<file path="src/rtl/spi_regfile_peripheral.sv">
// SPI mode-0 register-file peripheral: oversampled pins, framed writes with commit on
// chip-select release, register read-back on cipo, write strobe and frame-length error pulse.
module spi_regfile_peripheral #(
    parameter int NUM_REGS    = 5,
    parameter int ADDR_W      = 7,
    parameter int DATA_W      = 8,
    parameter int SYNC_STAGES = 2
) (
    input  logic                       clk,
    input  logic                       rst_n,
    input  logic                       ncs,
    input  logic                       sclk,
    input  logic                       copi,
    output logic                       cipo,
    output logic                       cipo_oe,
    output logic [NUM_REGS*DATA_W-1:0] regs,
    output logic                       wr_strobe,
    output logic [ADDR_W-1:0]          wr_addr,
    output logic                       frame_err
);

    localparam int FRAME = 1 + ADDR_W + DATA_W;
    localparam int CNT_W = $clog2(FRAME + 2);
    localparam logic [CNT_W-1:0]  CNT_FRAME = CNT_W'(FRAME);
    localparam logic [CNT_W-1:0]  CNT_SAT   = CNT_W'(FRAME + 1);
    localparam logic [CNT_W-1:0]  CNT_PRE   = CNT_W'(ADDR_W);
    localparam logic [CNT_W-1:0]  CNT_HDR   = CNT_W'(1 + ADDR_W);
    localparam logic [ADDR_W:0]   NREGS     = (ADDR_W + 1)'(NUM_REGS);

    typedef enum logic [1:0] {IDLE, SHIFT, DONE} state_t;

    // Synchronisers; the top flop of ncs/sclk is the delayed copy for edge detection.
    logic [SYNC_STAGES:0]   ncs_sr, sclk_sr;
    logic [SYNC_STAGES-1:0] copi_sr;
    logic ncs_s, ncs_d, sclk_s, sclk_d, copi_s;
    logic ncs_fall, ncs_rise, sclk_rise, sclk_fall;

    always_ff @(posedge clk or negedge rst_n) begin
        if (!rst_n) begin
            ncs_sr  <= '1;
            sclk_sr <= '0;
            copi_sr <= '0;
        end else begin
            ncs_sr  <= {ncs_sr[SYNC_STAGES-1:0], ncs};
            sclk_sr <= {sclk_sr[SYNC_STAGES-1:0], sclk};
            copi_sr <= {copi_sr[SYNC_STAGES-2:0], copi};
        end
    end

    assign ncs_s     = ncs_sr[SYNC_STAGES-1];
    assign ncs_d     = ncs_sr[SYNC_STAGES];
    assign sclk_s    = sclk_sr[SYNC_STAGES-1];
    assign sclk_d    = sclk_sr[SYNC_STAGES];
    assign copi_s    = copi_sr[SYNC_STAGES-1];
    assign ncs_fall  = ncs_d & ~ncs_s;
    assign ncs_rise  = ~ncs_d & ncs_s;
    assign sclk_rise = ~sclk_d & sclk_s;
    assign sclk_fall = sclk_d & ~sclk_s;

    state_t state, state_n;
    logic [CNT_W-1:0]  bit_cnt;
    logic [FRAME-1:0]  rx, rx_next;
    logic [DATA_W-1:0] mem [NUM_REGS];
    logic [DATA_W-1:0] tx_shift, rd_val;
    logic              f_rw;
    logic [ADDR_W-1:0] f_addr, hdr_addr;
    logic [DATA_W-1:0] f_data;
    logic              f_in_range;
    logic              shift_en, commit, hdr_done, load_rd, do_write, do_err;

    always_ff @(posedge clk or negedge rst_n) begin
        if (!rst_n) state <= IDLE;
        else        state <= state_n;
    end

    // A back-to-back frame may start while the previous one is still committing.
    always_comb begin
        state_n = state;
        case (state)
            IDLE:    if (ncs_fall) state_n = SHIFT;
            SHIFT:   if (ncs_rise) state_n = DONE;
            DONE:    state_n = ncs_fall ? SHIFT : IDLE;
            default: state_n = IDLE;
        endcase
    end

    // An sclk rise coinciding with the ncs rise is dropped.
    always_comb begin
        shift_en = 1'b0;
        commit   = 1'b0;
        case (state)
            SHIFT:   shift_en = sclk_rise & ~ncs_rise;
            DONE:    commit   = 1'b1;
            default: ;
        endcase
    end

    assign rx_next    = {rx[FRAME-2:0], copi_s};
    assign f_rw       = rx[FRAME-1];
    assign f_addr     = rx[FRAME-2 -: ADDR_W];
    assign f_data     = rx[DATA_W-1:0];
    assign f_in_range = {1'b0, f_addr} < NREGS;
    assign do_write   = commit && bit_cnt == CNT_FRAME && f_rw && f_in_range;
    assign do_err     = commit && bit_cnt != CNT_FRAME && bit_cnt != '0;

    // Header is complete on the rise that brings in the last address bit.
    assign hdr_done = shift_en && bit_cnt == CNT_PRE;
    assign hdr_addr = rx_next[ADDR_W-1:0];
    assign load_rd  = hdr_done && !rx_next[ADDR_W];

    always_comb begin
        rd_val = '0;
        for (int i = 0; i < NUM_REGS; i++)
            if (hdr_addr == ADDR_W'(i)) rd_val = mem[i];
    end

    always_ff @(posedge clk or negedge rst_n) begin
        if (!rst_n) begin
            bit_cnt <= '0;
            rx      <= '0;
        end else if (ncs_fall) begin
            bit_cnt <= '0;
            rx      <= '0;
        end else if (shift_en) begin
            rx <= rx_next;
            if (bit_cnt != CNT_SAT) bit_cnt <= bit_cnt + CNT_W'(1);
        end
    end

    // The first data bit is sampled by the controller before any shift, so
    // shifting starts only on falls after that bit's rise.
    always_ff @(posedge clk or negedge rst_n) begin
        if (!rst_n) begin
            tx_shift <= '0;
            cipo_oe  <= 1'b0;
        end else if (ncs_rise || ncs_fall) begin
            tx_shift <= '0;
            cipo_oe  <= 1'b0;
        end else if (load_rd) begin
            tx_shift <= rd_val;
            cipo_oe  <= 1'b1;
        end else if (state == SHIFT && sclk_fall && cipo_oe && bit_cnt > CNT_HDR) begin
            tx_shift <= {tx_shift[DATA_W-2:0], 1'b0};
        end
    end

    assign cipo = cipo_oe & tx_shift[DATA_W-1];

    always_ff @(posedge clk or negedge rst_n) begin
        if (!rst_n) begin
            for (int i = 0; i < NUM_REGS; i++) mem[i] <= '0;
        end else if (do_write) begin
            for (int i = 0; i < NUM_REGS; i++)
                if (f_addr == ADDR_W'(i)) mem[i] <= f_data;
        end
    end

    always_ff @(posedge clk or negedge rst_n) begin
        if (!rst_n) begin
            wr_strobe <= 1'b0;
            frame_err <= 1'b0;
            wr_addr   <= '0;
        end else begin
            wr_strobe <= do_write;
            frame_err <= do_err;
            if (do_write) wr_addr <= f_addr;
        end
    end

    for (genvar g = 0; g < NUM_REGS; g++) begin : g_flat
        assign regs[g*DATA_W +: DATA_W] = mem[g];
    end

endmodule
</file>
<file path="config.mk">
export PLATFORM = sky130hd
export DESIGN_NAME = spi_regfile_peripheral
export DESIGN_NICKNAME = d
export VERILOG_FILES = /design/src/rtl/spi_regfile_peripheral.sv
export SDC_FILE = /design/constraint.sdc
export NUM_CORES = 1
export LEC_CHECK = 0
export BUFFER_PORTS_ARGS = -buffer_cell sky130_fd_sc_hd__buf_2
export CAP_MARGIN = 20
export CORE_MARGIN = 10
export CORE_UTILIZATION = 51
export DETAILED_ROUTE_END_ITERATION = 8
export PLACE_DENSITY = 0.85
export RECOVER_POWER = 100
export SYNTH_ARGS = -nofsm -noshare
export SYNTH_HDL_FRONTEND = slang
export SYNTH_SLANG_ARGS = --single-unit
</file>
<file path="constraint.sdc">
create_clock -name clk -period 1.8 [get_ports clk]
set_input_delay 0 -clock clk [delete_from_list [all_inputs] [get_ports clk]]
set_output_delay 0 -clock clk [all_outputs]
set_load 0.02 [all_outputs]
</file>
==> results of run 1 <==
[worst max-delay path, stage by stage (launching register included)]
cell	delay [ps]
dfrtp_1	440
nor4b_4	440
nand4_4	160
buf_4	170
nor4b_4	270
buf_12	200
mux2_4	300
[cell families (layout without fill, tap and decap cells)]
kind of cell,Yosys count,after routing
compound gates,52,52
xor+xnor,3,3
fa+ha+maj,5,5
buf+inv,29,143
flops,89,89
mux,53,53
simple gates,102,102
[metal layers]
| metal | track usage (%) | share of wire, % | up-vias |
|---|---|---|---|
| li1 | - | - | 1401 |
| met5 | 0 | 0 | - |
| met2 | 29.6 | 51 | 146 |
| met3 | 4.54 | 6.4 | 36 |
| met4 | 9.04 | 2.7 | 0 |
| met1 | 22.2 | 40 | 1632 |
[registers in the layout, indices dropped and copies added (netlist names), 2 cells and up]
signal and flops:
sclk_sr 3, tx_shift 8, bit_cnt 5, regs 40
rx 16, ncs_sr 3, copi_sr 2, state 2
wr_addr 7
[layout by cell type (no fill, tap or decap), types with 4 or more instances in the layout]
master | Yosys | routed
dfrtp_1 | 86 | 85
clkbuf_1 | 9 | 52
buf_4 | 2 | 45
nand2_1 | 41 | 41
mux2_2 | 40 | 24
a21oi_1 | 24 | 22
mux2_4 | 0 | 16
inv_1 | 12 | 11
nor2_1 | 13 | 10
clkbuf_8 | 3 | 9
a31oi_1 | 7 | 7
mux2i_1 | 8 | 7
buf_6 | 0 | 7
nor2b_1 | 6 | 6
nor3_1 | 7 | 6
mux4_2 | 5 | 5
o22ai_1 | 6 | 5
ha_1 | 5 | 5
and2_2 | 4 | 4
dlygate4sd3_1 | 0 | 4
[final cells by class]
cell class	count	area share (%)
multi-input cells	215	35.2
well taps	102	2.46
clock inverters	6	2.22
repair buffers	116	13.9
flip-flops and latches	89	43.0
clock buffers	9	2.38
inverters	12	0.867
[worst paths after layout]
path | cells past startpoint | startpoint | slack [ps] | end
setup reg to reg | 6 | rx[11]$_DFFE_PN0P_ | -310 | regs[23]$_DFFE_PN0P_
hold reg to reg | 0 | sclk_sr[0]$_DFF_PN0_ | 350 | sclk_sr[1]$_DFF_PN0_
max in group asynchronous | 3 | rst_n | 270 | cipo_oe$_DFFE_PN0P_
min in group asynchronous | 2 | rst_n | 400 | rx[11]$_DFFE_PN0P_
setup / recovery | 6 | rx[11]$_DFFE_PN0P_ | -310 | regs[23]$_DFFE_PN0P_
hold / removal | 2 | copi | 270 | copi_sr[0]$_DFF_PN0_
[repair_timing]
action | 4_1_cts | 5_1_grt
setup endpoints to repair | 56 | 76
setup buffers | 5 | 5
hold buffers | 4 | 0
hold endpoints to repair | 43 | 0
resized for setup | 19 | 33
pin swaps | 4 | 9
[per-stage QoR]
step	power, uW	setup TNS [ps]	utilization (%)	cells	area [sq um]
after floorplan	2220	-2180	-	333	4050
after global placement	2350	-2050	61.6	521	4730
after detailed placement	2360	-4530	61.6	521	4730
after CTS	4020	-4500	66.7	545	5120
after global routing	4160	-15540	67.6	549	5200
final	4040	-11970	67.6	549	5200
[power breakdown]
part           total, uW  internal (uW)  switching (uW)  leakage, uW
Clock               1670            922             750     0.000116
Sequential          2060           2030            35.4      0.00122
Combinational        302            127             175     0.000988
Total               4040           3080             960      0.00232
==> impl_metrics.json, run 1 <==
{
  "p_per_area_nw_per_um2": 777,
  "ys_seq_elements": 89,
  "failed_checks": "negative setup slack",
  "yosys-top-cells-count": "dfrtp_1, nand2_1, mux2_2",
  "yosys-top-cells-area": "dfrtp_1, mux2_2, nand2_1",
  "cp-end-kind": "flop",
  "maxSlewViolCount": 0,
  "final.min_clock_period_ps": 2110,
  "synth_area_sq_um": 4030,
  "min_period_over_period_pct": 117,
  "drive_above_1_share_pct": 34.9,
  "synthAdderAreaFrac_pct": 1.55,
  "cts_sinks": 89,
  "clkSlewWorstSetupHoldPaths_ps": 90,
  "ff_latch_area_sq_um": 2230,
  "ys_warn_count": 0,
  "avgSynthCellArea_sq_um": 12.1,
  "synth_edf_count": 0,
  "grt_max_degree": 46,
  "vias_per_cell": 5.86,
  "start_util_pct": 52.4,
  "core_area_sq_um": 7690,
  "crit_type": "flop to flop",
  "numCtsBuffers": 9,
  "crit_arrival_ps": 2360,
  "wire_per_inst_um": 21.0,
  "clockRootBuffer": "clkbuf_8",
  "areaGrowthSynthToFinish_pct": 28.9,
  "synth_cell_types": 52,
  "antenna_cells": 0,
  "n_fill_cell": 536,
  "multi_input_area_sq_um": 1830,
  "clock_skew_ps": 18.8,
  "grt_pass1_vias": 3295,
  "synth_fp_nets": 343,
  "synthSimpleGateAreaFrac_pct": 14.7,
  "synth_compound_area_share_pct": 7.76,
  "wl_mm": 11.5,
  "io_buffers": 55,
  "ys.flop_type": "dfrtp_1",
  "pre_cts_slack_ps": -190,
  "worstPathMaxFanout": 9,
  "max_freq_ghz": 0.475,
  "layout.nets": 453,
  "max_cap_viol_count": 0,
  "antenna_found_initial": 0,
  "grt_usage_pct": 18.2,
  "ir_drop_v": 0.000417,
  "status": "finished, violations left",
  "gp_congestion": 0.846,
  "relSlewSlack_pct": 22.8,
  "synth_mux_area_share_pct": 16.0,
  "remaining_drc_errors": 0,
  "pin_count": 56,
  "rows": 32,
  "ys_seq_area_share_pct": 55.4,
  "async_flop_share_pct": 100,
  "leakage_uw": 0.00232,
  "rsz0062_at_grt": "yes",
  "setup_slack_ps": -307,
  "clk_latency_ps": 370,
  "first_pass_iters": 5,
  "synthCells": 333,
  "synth_top_cell_area_share_pct": 53.4,
  "clk_path_buf_depth": 2,
  "tightest_slew_ps": 1160,
  "grt_pass1_wl_mm": 17.0,
  "drt_iter0_drc": 166,
  "synth_xor_area_share_pct": 0.652,
  "die_y_um": 109,
  "grt-ovfl-total": 0,
  "worstPathRequired_ps": 2060,
  "hp-class": "input port to flop",
  "synth_top_family_by_area": "multiplexers",
  "finalSetupViolCount": 69,
  "cp-start-kind": "flop",
  "synth_top_area_cell": "dfrtp_1",
  "holdWs_ps": 266,
  "hold_viol_final": 0,
  "dieArea_sq_um": 11900,
  "cts_max_level": 3,
  "yosysMostFrequentCell": "dfrtp_1",
  "die_x_um": 109,
  "cts_tree": "yes",
  "ant_nets": 0,
  "vias": 3215,
  "dpl.hpwl_mm": 6.98
}
Note: power is estimated with default switching activity, not from simulation.
==> run 2, diff against run 1 <==
--- a/config.mk
+++ b/config.mk
@@ -8,9 +8,9 @@
 export BUFFER_PORTS_ARGS = -buffer_cell sky130_fd_sc_hd__buf_2
 export CAP_MARGIN = 20
 export CORE_MARGIN = 10
-export CORE_UTILIZATION = 51
+export CORE_UTILIZATION = 60
 export DETAILED_ROUTE_END_ITERATION = 8
-export PLACE_DENSITY = 0.85
+export PLACE_DENSITY = 0.88
 export RECOVER_POWER = 100
 export SYNTH_ARGS = -nofsm -noshare
 export SYNTH_HDL_FRONTEND = slang
==> constraint.sdc (replaced) <==
create_clock -name clk -period 2.6 [get_ports clk]
set_input_delay 0 -clock clk [delete_from_list [all_inputs] [get_ports clk]]
set_output_delay 0 -clock clk [all_outputs]
set_load 0.02 [all_outputs]
==> run 2 against run 1 <==
Net effect: the flow now finishes without violations; sequential share of layout area is 7.4 points higher; clock power is 50% lower; first-iteration DRC count is 34% higher; clock skew is 8.1 ps lower; combinational power is 59% lower; non-clock buffer count is 53 lower; power is 41% lower; core utilization is 1.4 points higher; critical path type unchanged; largest cell class unchanged; highest routed layer unchanged.
==> impl_metrics.json, run 2 (same netlist as run 1, synthesis figures left out) <==
{
  "grt_pass1_vias": 2988,
  "die_x_um": 102,
  "status": "complete, no violations",
  "crit_arrival_ps": 2550,
  "startpoint": "ncs_sr[1]$_DFF_PN1_",
  "relSlewSlack_pct": 8.62,
  "tightest_slew_ps": 1370,
  "cts_hold_buf": 4,
  "finalSetupTns_ps": 0,
  "wire_per_inst_um": 19.6,
  "min_period_over_period_pct": 89.0,
  "core_area_sq_um": 6420,
  "r2r_start": "ncs_sr[1]$_DFF_PN1_",
  "vias": 2849,
  "drt_iter0_drc": 223,
  "finalSetupViolCount": 0,
  "numCtsBuffers": 9,
  "r2r_end": "bit_cnt[3]$_DFFE_PN0P_",
  "crit_path_frequent_cell": "nor2_1",
  "dpl-instance-area_sq_um": 4310,
  "cts_max_level": 3,
  "worstPathMaxFanout": 23,
  "ant_nets": 0,
  "max_cap_viol_count": 0,
  "grt-ovfl-total": 0,
  "post_cts_buffers": 0,
  "clk_path_buf_depth": 2,
  "antenna_cells": 0,
  "clockRootBuffer": "clkbuf_8",
  "mostFrequentLayoutCells": "dfrtp_1, clkbuf_1, nand2_1, mux2_2, a21oi_1",
  "grt_pass1_wl_mm": 15.2,
  "worstPathRequired_ps": 2840,
  "clock_skew_ps": 10.8,
  "cp_slowest_stage_delay_ps": 780,
  "holdWs_ps": 285,
  "layout_commonest_cell": "dfrtp_1",
  "grt_usage_pct": 18.7,
  "crit_type": "flop to flop",
  "layout.nets": 400,
  "cp-endpoint": "bit_cnt[3]$_DFFE_PN0P_",
  "worst-r2r-setup-slack_ps": 290,
  "areaGrowthSynthToFinish_pct": 10.0,
  "cp-start-kind": "flop",
  "maxSlewViolCount": 0,
  "drive_above_1_share_pct": 19.5,
  "fin_area_sq_um": 4430,
  "die_y_um": 102,
  "grt_max_degree": 90,
  "r2r_cells": 7,
  "dpl.hpwl_mm": 6.29,
  "first_pass_iters": 5,
  "p_per_area_nw_per_um2": 541,
  "io_buffers": 55,
  "rsz0062_at_grt": "no",
  "dieArea_sq_um": 10400,
  "final.min_clock_period_ps": 2310,
  "cts_tree": "yes",
  "remaining_drc_errors": 0,
  "gp_congestion": 0.824,
  "leakage_uw": 0.00196,
  "largest_reg_flops": 40,
  "cts_sinks": 89,
  "cts_resized": 0,
  "path_cells": "ha_1, nor2_1, nand3_1, clkbuf_1, nor2_1, xnor2_1, nor2_1",
  "ir_drop_v": 0.000464,
  "rows": 29,
  "antenna_found_initial": 0,
  "wl_mm": 9.23,
  "hp-class": "input port to flop",
  "pin_count": 56,
  "hold_viol_final": 0,
  "vias_per_cell": 6.05,
  "cp-end-kind": "flop",
  "start_util_pct": 62.8,
  "clk_latency_ps": 360,
  "slowest_stage": "clkbuf_1",
  "clkSlewWorstSetupHoldPaths_ps": 90,
  "max_freq_ghz": 0.432
}
## run 2: changes by cell type in the layout (fill, tap and decap cells not counted), moves of 4 or more
cell	previous run	this run
buf_4	45	1
mux2_4	16	0
mux2_2	24	40
nor2_1	10	14
buf_6	7	0
## run 2: how the worst min path moves through the flow
| stage | slack (ps) | endpoint | start | cells past startpoint |
|---|---|---|---|---|
| finish | 280 | copi_sr[0]$_DFF_PN0_ | copi | 2 |
| global route | 280 | copi_sr[0]$_DFF_PN0_ | copi | 2 |
| floorplan | -300 | bit_cnt[0]$_DFFE_PN0P_ | rst_n | 0 |
| global placement | 110 | ncs_sr[0]$_DFF_PN1_ | ncs | 1 |
| CTS | 260 | copi_sr[0]$_DFF_PN0_ | copi | 2 |
| detailed placement | 110 | copi_sr[0]$_DFF_PN0_ | copi | 1 |
## run 2: layout make-up
cell class | count | area, sq um
timing repair buffer | 63 | 273
inverter | 12 | 45.0
tap | 77 | 96.3
multi-input combinational | 215 | 1620
clock buffer | 9 | 124
fill | 477 | 1990
clock inverter | 6 | 45.0
sequential | 89 | 2230
## run 2: report_power, final
| group | switching (uW) | internal, uW |
|---|---|---|
| clock network | 493 | 344 |
| registers | 36.6 | 1400 |
| logic | 81.7 | 42.4 |
## run 2: worst max-delay path: cells and delay by family (launching register included)
kind | cells | cell delay [ps]
buf+inv | 1 | 780
flops | 1 | 550
xor+xnor | 1 | 210
fa+ha+maj | 1 | 240
simple gates | 4 | 410
## run 2: routing by layer
metal  share of wire [%]  wire length, um  global-route usage (%)
met1                  42             3870                    22.9
met2                  50             4630                    30.1
met3                 5.8              535                    5.40
met5                   0                0                       0
met4                 2.0              189                    8.35
## run 2: through the flow
step                      setup slack, ps  utilization, %  total power (uW)  std cells
after CTS                             387            70.3              2410        470
after floorplan                       616               -              1540        333
after detailed placement              427            67.1              1590        451
after global routing                  172            69.0              2480        471
after global placement                517            67.1              1580        451
final                                 285            69.0              2400        471
